## src/rtl/decoder2_rr_arbiter_if.sv

```systemverilog
// Request/grant bundle between requesting blocks and the 2-to-4 decoder arbiter.
// The master side (requesters) drives req/done; the slave side (arbiter) drives the rest.
interface decoder2_rr_arbiter_if;
  logic [3:0] req;
  logic       done;
  logic       en_d;
  logic       sel_a;
  logic       sel_b;
  logic [3:0] grant;
  logic       busy;
  logic       timeout;

  modport master (
    output req, done,
    input  en_d, sel_a, sel_b, grant, busy, timeout
  );

  modport slave (
    input  req, done,
    output en_d, sel_a, sel_b, grant, busy, timeout
  );
endinterface

```

## src/rtl/decoder2_rr_arbiter.sv

```systemverilog
// Round-robin arbiter for four requesters sharing one 2-to-4 decoder, with a
// break-before-make idle cycle between grants and an optional hold-time limit.
//
// state    | meaning
// ---------+-------------------------------------------------------------
// ST_IDLE  | no grant driven; picks the next requester after r_last
// ST_GRANT | decoder enabled for requester {sel_a,sel_b}; counts hold time
module decoder2_rr_arbiter #(
  parameter int unsigned MAX_HOLD = 8
) (
  input  logic                   i_clk,
  input  logic                   i_rst,
  decoder2_rr_arbiter_if.slave   bus
);

  typedef enum logic {
    ST_IDLE  = 1'b0,
    ST_GRANT = 1'b1
  } state_t;

  localparam bit         TO_EN     = (MAX_HOLD != 0);
  localparam logic [7:0] HOLD_LAST = 8'(MAX_HOLD - 1);

  state_t     r_state;
  logic       r_en_d;
  logic [1:0] r_sel;
  logic [3:0] r_grant;
  logic       r_timeout;
  logic [7:0] r_hold_cnt;
  logic [1:0] r_last;

  state_t     w_state_nx;
  logic       w_en_nx;
  logic [1:0] w_sel_nx;
  logic [3:0] w_grant_nx;
  logic       w_to_nx;
  logic [7:0] w_cnt_nx;
  logic [1:0] w_last_nx;

  logic       w_found;
  logic [1:0] w_winner;
  logic [1:0] w_idx;
  logic       w_rel_user;
  logic       w_rel_to;

  // Cyclic search starting one past the previous holder.
  always_comb begin
    w_found  = 1'b0;
    w_winner = 2'd0;
    w_idx    = 2'd0;
    for (int k = 1; k <= 4; k++) begin
      w_idx = r_last + 2'(k);
      if (!w_found && bus.req[w_idx]) begin
        w_found  = 1'b1;
        w_winner = w_idx;
      end
    end
  end

  assign w_rel_user = bus.done | ~bus.req[r_sel];
  assign w_rel_to   = TO_EN && (r_hold_cnt == HOLD_LAST);

  always_comb begin
    w_state_nx = r_state;
    w_en_nx    = r_en_d;
    w_sel_nx   = r_sel;
    w_to_nx    = 1'b0;
    w_cnt_nx   = r_hold_cnt;
    w_last_nx  = r_last;
    case (r_state)
      ST_IDLE: begin
        if (w_found) begin
          w_state_nx = ST_GRANT;
          w_en_nx    = 1'b1;
          w_sel_nx   = w_winner;
          w_cnt_nx   = 8'd0;
        end
      end
      ST_GRANT: begin
        if (w_rel_user || w_rel_to) begin
          w_state_nx = ST_IDLE;
          w_en_nx    = 1'b0;
          w_last_nx  = r_sel;
          // A user release in the same cycle wins over the timeout.
          w_to_nx    = w_rel_to & ~w_rel_user;
        end else if (r_hold_cnt != 8'hFF) begin
          w_cnt_nx   = r_hold_cnt + 8'd1;
        end
      end
      default: begin
        w_state_nx = ST_IDLE;
        w_en_nx    = 1'b0;
      end
    endcase
    w_grant_nx = w_en_nx ? (4'b0001 << w_sel_nx) : 4'b0000;
  end

  always_ff @(posedge i_clk) begin
    if (i_rst) begin
      r_state    <= ST_IDLE;
      r_en_d     <= 1'b0;
      r_sel      <= 2'd0;
      r_grant    <= 4'b0000;
      r_timeout  <= 1'b0;
      r_hold_cnt <= 8'd0;
      r_last     <= 2'd3;
    end else begin
      r_state    <= w_state_nx;
      r_en_d     <= w_en_nx;
      r_sel      <= w_sel_nx;
      r_grant    <= w_grant_nx;
      r_timeout  <= w_to_nx;
      r_hold_cnt <= w_cnt_nx;
      r_last     <= w_last_nx;
    end
  end

  assign bus.en_d    = r_en_d;
  assign bus.sel_a   = r_sel[1];
  assign bus.sel_b   = r_sel[0];
  assign bus.grant   = r_grant;
  assign bus.busy    = r_en_d;
  assign bus.timeout = r_timeout;

endmodule

```

## src/flat_wrapper.sv

```systemverilog
// flat-port wrapper written by rule: the top's interface ports become plain ports
module decoder2_rr_arbiter_flat 
#(
  parameter int unsigned MAX_HOLD = 8
)
  (i_clk, i_rst, bus_req, bus_done, bus_en_d, bus_sel_a, bus_sel_b, bus_grant, bus_busy, bus_timeout);
  decoder2_rr_arbiter_if bus_i ();
  input  logic i_clk;
  input  logic i_rst;
  input wire logic [$bits(bus_i.req)-1:0] bus_req;
  input wire logic [$bits(bus_i.done)-1:0] bus_done;
  output wire logic [$bits(bus_i.en_d)-1:0] bus_en_d;
  output wire logic [$bits(bus_i.sel_a)-1:0] bus_sel_a;
  output wire logic [$bits(bus_i.sel_b)-1:0] bus_sel_b;
  output wire logic [$bits(bus_i.grant)-1:0] bus_grant;
  output wire logic [$bits(bus_i.busy)-1:0] bus_busy;
  output wire logic [$bits(bus_i.timeout)-1:0] bus_timeout;
  assign bus_i.req = bus_req;
  assign bus_i.done = bus_done;
  assign bus_en_d = bus_i.en_d;
  assign bus_sel_a = bus_i.sel_a;
  assign bus_sel_b = bus_i.sel_b;
  assign bus_grant = bus_i.grant;
  assign bus_busy = bus_i.busy;
  assign bus_timeout = bus_i.timeout;
  decoder2_rr_arbiter #(.MAX_HOLD(MAX_HOLD)) u_core (.i_clk(i_clk), .i_rst(i_rst), .bus(bus_i));
endmodule
```

## config.mk

```make
export PLATFORM = sky130hd
export DESIGN_NAME = decoder2_rr_arbiter_flat
export DESIGN_NICKNAME = d
export VERILOG_FILES = /design/src/rtl/decoder2_rr_arbiter_if.sv /design/src/rtl/decoder2_rr_arbiter.sv /design/src/flat_wrapper.sv
export SDC_FILE = /design/constraint.sdc
export NUM_CORES = 1
export LEC_CHECK = 0
export ABC_CLOCK_PERIOD_IN_PS = 2200
export CORE_ASPECT_RATIO = 0.75
export CORE_MARGIN = 3
export CORE_UTILIZATION = 30
export DETAILED_ROUTE_END_ITERATION = 16
export RECOVER_POWER = 50
export SLEW_MARGIN = 20
export SYNTH_ARGS = -nofsm -noshare
export SYNTH_HDL_FRONTEND = slang
export SYNTH_SLANG_ARGS = --single-unit
```

## constraint.sdc

```tcl
create_clock -name i_clk -period 2.2 [get_ports i_clk]
set_clock_uncertainty 0.1 [all_clocks]
set_input_delay 0.33 -clock i_clk [delete_from_list [all_inputs] [get_ports i_clk]]
set_output_delay 0.33 -clock i_clk [all_outputs]
set_load 0.03 [all_outputs]
```

=== Word-level counts from Yosys, hierarchy flattened ===
Index checks and enable logic that the tools add are counted.

* Bitwise gates (word level): 7
* Reduce and logical (&&, ||, !) cells: 11
* Add/subtract/negate cells: 4
* Eq/ne operators: 5
* Shift-type cells: 1
* Mux-type cells: 30
* Magnitude comparators: 5

{| class="wikitable"
|+ Operators with widths
! kind !! number
|-
| $mux W8 || 3
|-
| $pmux W8 S2 || 1
|-
| $lt A2 B3 Y1 const B || 5
|-
| $mux W1 || 13
|-
| $mux W2 || 6
|-
| $bmux W1 S2 || 5
|-
| $add A8 B1 Y8 const B || 1
|-
| $eq A8 B3 Y1 const B || 1
|-
| $ne A8 B8 Y1 const B || 1
|-
| $not A1 Y1 || 5
|-
| $add A2 B2 Y2 const B || 2
|-
| $ne A2 B2 Y1 const B || 2
|-
| $pmux W1 S2 || 2
|-
| $shl A1 B2 Y4 const A || 1
|-
| $logic_and A1 B1 Y1 || 3
|-
| $logic_not A1 Y1 || 3
|-
| $reduce_and A3 Y1 || 1
|-
| $reduce_or A3 Y1 || 1
|-
| $add A2 B1 Y2 const B || 1
|-
| $ne A2 B1 Y1 const B || 1
|-
| $reduce_and A2 Y1 || 1
|-
| $reduce_or A2 Y1 || 1
|-
| $and A1 B1 Y1 || 1
|-
| $logic_or A1 B1 Y1 || 1
|-
| $or A1 B1 Y1 || 1
|}

* Register bits after elaboration: 19

=== Logic depth before layout (Yosys ltp) ===
* Depth after elaboration: 17
* Gate-level depth with buffers: 6
* Depth with buffers taken out: 6

=== Worst setup path after synthesis ===
Ideal clock, no wire load.

* Path kind: register to register
* Start point: reg u_core.r_sel[0]
* End point: reg u_core.r_grant[1], in the netlist u_core.bus.grant[1]
* Slack: 0.345 ns
* Library setup time: 0.079 ns
* Period minus slack after synthesis: 1.855 ns
* Stages on the path, launching flop included: 6
* Arrival time: 1.676 ns
* Cell sequence: dfxtp_1 -> mux2i_1 -> o22ai_4 -> a21oi_2 -> or3_4 -> nor3_1

* Cells in the longest elaborated chain, start to end: 9

{| class="wikitable"
|+ Ends and longest elaborated chain
! what !! line !! RTL
|-
| from (decl) || decoder2_rr_arbiter.sv:26 || <nowiki>logic [1:0] r_sel;</nowiki>
|-
| from (signal assigned) || decoder2_rr_arbiter.sv:110 || <nowiki>r_sel <= w_sel_nx;</nowiki>
|-
| $bmux W1 S2 || decoder2_rr_arbiter.sv:60 || <nowiki>assign w_rel_user = bus.done | ~bus.req[r_sel];</nowiki>
|-
| $mux W1 (implied by the code) || decoder2_rr_arbiter.sv:60 ||
|-
| $not A1 Y1 || decoder2_rr_arbiter.sv:60 ||
|-
| $or A1 B1 Y1 || decoder2_rr_arbiter.sv:60 ||
|-
| $logic_or A1 B1 Y1 || decoder2_rr_arbiter.sv:80 || <nowiki>if (w_rel_user || w_rel_to) begin</nowiki>
|-
| $mux W1 || decoder2_rr_arbiter.sv:80 ||
|-
| $pmux W1 S2 || decoder2_rr_arbiter.sv:70 || <nowiki>case (r_state)</nowiki>
|-
| $not A1 Y1 (no source line) || n/a ||
|-
| $reduce_or A2 Y1 (no source line) || n/a ||
|-
| to (signal assigned) || decoder2_rr_arbiter.sv:111 || <nowiki>r_grant <= w_grant_nx;</nowiki>
|-
| to (decl) || decoder2_rr_arbiter.sv:27 || <nowiki>logic [3:0] r_grant;</nowiki>
|}

Parallel ways exist; a longest one is shown, timed or not. The select of a mux whose other input is x is not followed.
A chain may end at the register's enable or synchronous reset.

=== Worst setup path after layout ===
* Start point: in bus_req[0]
* End point: reg u_core.r_grant[1], in the netlist u_core.bus.grant[1]

* Cells in the longest elaborated chain, start to end: 16

{| class="wikitable"
|+ Ends and longest elaborated chain
! what !! line !! RTL
|-
| from (decl) || flat_wrapper.sv:10 || <nowiki>input wire logic [$bits(bus_i.req)-1:0] bus_req;</nowiki>
|-
| $bmux W1 S2 || decoder2_rr_arbiter.sv:53 || <nowiki>if (!w_found && bus.req[w_idx]) begin</nowiki>
|-
| $mux W1 (implied by the code) || decoder2_rr_arbiter.sv:53 ||
|-
| $mux W1 || decoder2_rr_arbiter.sv:53 ||
|-
| $logic_not A1 Y1 || decoder2_rr_arbiter.sv:53 ||
|-
| $logic_and A1 B1 Y1 || decoder2_rr_arbiter.sv:53 ||
|-
| $mux W1 || decoder2_rr_arbiter.sv:53 ||
|-
| $logic_not A1 Y1 || decoder2_rr_arbiter.sv:53 ||
|-
| $logic_and A1 B1 Y1 || decoder2_rr_arbiter.sv:53 ||
|-
| $mux W1 || decoder2_rr_arbiter.sv:53 ||
|-
| $logic_not A1 Y1 || decoder2_rr_arbiter.sv:53 ||
|-
| $logic_and A1 B1 Y1 || decoder2_rr_arbiter.sv:53 ||
|-
| $mux W1 || decoder2_rr_arbiter.sv:53 ||
|-
| $mux W1 || decoder2_rr_arbiter.sv:72 || <nowiki>if (w_found) begin</nowiki>
|-
| $pmux W1 S2 || decoder2_rr_arbiter.sv:70 ||
|-
| $not A1 Y1 (no source line) || n/a ||
|-
| $reduce_or A2 Y1 (no source line) || n/a ||
|}

Parallel ways exist; a longest one is shown, timed or not. The select of a mux whose other input is x is not followed.

==> impl_metrics.ini <==
[power_and_ir_drop]
power_density_mw_per_mm2 = 671
power_uw = 806
seq_power_share = 0.478
p_sw_uw = 239
p_int_uw = 567
switching_share = 0.297
pwr-share-comb = 0.218
clock_power_share = 0.304
vdd_drop_max_uv = 293
p_leak_nw = 0.422

[logic_synthesis]
synth_area_leaders = dfxtp_1, a21oi_1, nor2_1
yosysWarnings = 0
synth_area_um2 = 956
synth_common_cells = dfxtp_1, nor2_1, a21oi_1
ys_seq_elements = 19
synth-seq-area-share = 0.398
ys_types = 41
syn_inst = 109
synth_edf_count = 0
synth.avg_cell_area_um2 = 8.77
syn_nets = 117
synth_top_area_frac = 0.398
ys_async_sr_fraction = 0
synthFlopType = dfxtp_1
synth_area_leader_cell = dfxtp_1
yosysMostFrequentCell = dfxtp_1

[detailed_routing]
ant_nets = 0
wl_per_cell_um = 12.7
viasPerCell = 5.23
wirelength_mm = 2.12
drc = 0
first_iter_violations = 78
num_vias = 868
first_pass_iters = 5

[global_route]
grt.total_usage = 0.116
grt_overflow_total = 0
antenna_found_initial = 0
grt_max_degree = 14
grt_first_pass_wirelength_mm = 3.52
grt_pass1_vias = 765

[worst_setup_path]
path_buf_inv = 1
startpoint_type = input port
rrSetupSlack_ns = 0.21
critical-path-max-stage-delay_ns = 0.62
crit_type = input port to flip-flop
required_ns = 2.27
cp_top_family = simple AND/OR/NAND/NOR gates
crit_fanout = 7
crit_path_top_delay_cell = dlygate4sd3_1
critPathArrivalTime_ns = 2.09
path_cells = dlygate4sd3_1 > mux2i_1 > o22ai_4 > a21oi_1 > or3_4 > nor3_1
cp-end-kind = flip-flop

[clocking]
insertion_delay_ns = 0.26
clock-sinks = 19
cts_root_buf = clkbuf_8
htree_levels = 1
cts.repair.resized = 0
ctsHoldBuffers = 0
cts_buffers = 3
cts_tree = built
clk_path_buf_depth = 2
path_clk_slew_ns = 0.07
post_cts_buffers = 0

[die]
core_mm2 = 0.00300
rows = 17
die_w_um = 71.2
ios = 16
dieArea_mm2 = 0.00391
die_h_um = 54.9
initial_core_util = 0.319

[sta]
timing.fmax_mhz = 495
fin_crit_ns = 2.02
hold_viol_final = 0
finalSetupViolCount = 0
worst_pin_slew_ns = 0.576
fin_crit_sh = 0.919
relSlewSlack = 0.615
hold_ws_ns = 0.383
rsz0062_at_grt = false
slew_viol_final = 0

[finish]
n_fill_cell = 294
syn_to_final_growth_pct = 25.7
nets = 137
drive_above_1_share = 0.109
antenna_cells = 0

[min_path]
min_path_type = flip-flop to flip-flop

[placement]
gp_congestion = 0.810
port_buffers = 15
post-dp-hpwl_mm = 1.60

[flow_run]
drv_cap = 0

[outcome]
run_status = finished clean
==> metal layers <==
layer | global-route usage | vias up | part of all wire
li1 | - | 440 | -
met2 | 0.163 | 26 | 0.41
met5 | 0 | - | 0
met3 | 0.0330 | 2 | 0.073
met4 | 0.0375 | 0 | 0.011
met1 | 0.168 | 400 | 0.51
==> power by group through the flow <==
| stage | sequential (mW) | combinational [mW] | clock (mW) |
|---|---|---|---|
| 4_1_cts | 0.386 | 0.182 | 0.250 |
| 2_1_floorplan | 0.409 | 0.100 | 0 |
| 3_5_place_dp | 0.394 | 0.181 | 0 |
| 5_1_grt | 0.388 | 0.192 | 0.268 |
| 6_report | 0.385 | 0.176 | 0.245 |
| 3_3_place_gp | 0.393 | 0.180 | 0 |
==> cells by family after synthesis <==
| family | Yosys count | share of synthesized area |
|---|---|---|
| buffers and inverters | 10 | 0.0445 |
| XOR/XNOR | 1 | 0.00916 |
| flip-flops | 19 | 0.398 |
| AO/OA/AOI/OAI | 27 | 0.200 |
| multiplexers | 2 | 0.0209 |
| AND/OR/NAND/NOR | 49 | 0.314 |
| adder cells (fa/ha/maj) | 1 | 0.0131 |
==> through the flow <==
step / utilization / TNS (ns) / std cells / cell area [um2] / setup WS [ns]
CTS: 0.402 / 0 / 166 / 1200 / 0.222
global route: 0.401 / 0 / 166 / 1200 / 0.0176
finish: 0.401 / 0 / 166 / 1200 / 0.178
detailed placement: 0.387 / -0.00721 / 162 / 1160 / -0.00664
floorplan: - / 0 / 109 / 956 / 0.345
global placement: 0.387 / -0.00376 / 162 / 1160 / -0.00376
==> registers in the layout, indices dropped and copies added (netlist names) <==
| name | cells |
|---|---|
| u_core.r_hold_cnt | 8 |
| u_core.bus.grant | 4 |
| u_core.r_state | 1 |
| u_core.bus.busy | 1 |
| u_core.r_sel | 2 |
| u_core.bus.timeout | 1 |
| u_core.r_last | 2 |
==> worst paths after layout <==
path | start | end | depth (start not counted)
max | bus_req[0] | u_core.bus.grant[1]$_SDFF_PP0_ | 6
min | u_core.r_hold_cnt[7]$_SDFFE_PP0P_ | u_core.r_hold_cnt[7]$_SDFFE_PP0P_ | 2
max reg2reg | u_core.r_hold_cnt[0]$_SDFFE_PP0P_ | u_core.bus.grant[1]$_SDFF_PP0_ | 6
min reg2reg | u_core.r_hold_cnt[7]$_SDFFE_PP0P_ | u_core.r_hold_cnt[7]$_SDFFE_PP0P_ | 2
==> final cells by class <==
| type | count | area, um2 | share of cell area |
|---|---|---|---|
| inverter | 7 | 26.3 | 0.0219 |
| timing repair buffer | 18 | 173 | 0.144 |
| clock buffer | 4 | 45.0 | 0.0375 |
| multi-input combinational | 80 | 529 | 0.441 |
| sequential | 19 | 380 | 0.317 |
| tap | 38 | 47.5 | 0.0396 |
==> layout by cell type (no fill, tap or decap), drive strengths merged, types with 2 or more instances in the layout <==
master,Yosys,routed
clkbuf,1,4
mux2i,2,2
nand2,4,4
inv,7,7
a21oi,10,10
nand2b,2,2
or3,4,4
o31ai,2,2
or2,3,3
nor2b,3,3
nor2,10,10
nor3b,2,2
and2,2,2
nor4,2,2
dfxtp,19,19
nor3,6,6
nand3,3,3
o21ai,4,4
clkdlybuf4s50,0,5
or4,2,2
buf,2,3
a211oi,2,2
dlygate4sd3,0,10
nand4,3,3
==> worst register-to-register path: stages (launching register included) <==
cell and delay [ns]:
dfxtp_1 0.33, ha_1 0.24, and2_1 0.18, nand3_1 0.26
a21oi_1 0.16, or3_4 0.43, nor3_1 0.20
Power figures use the tool's default switching activity.
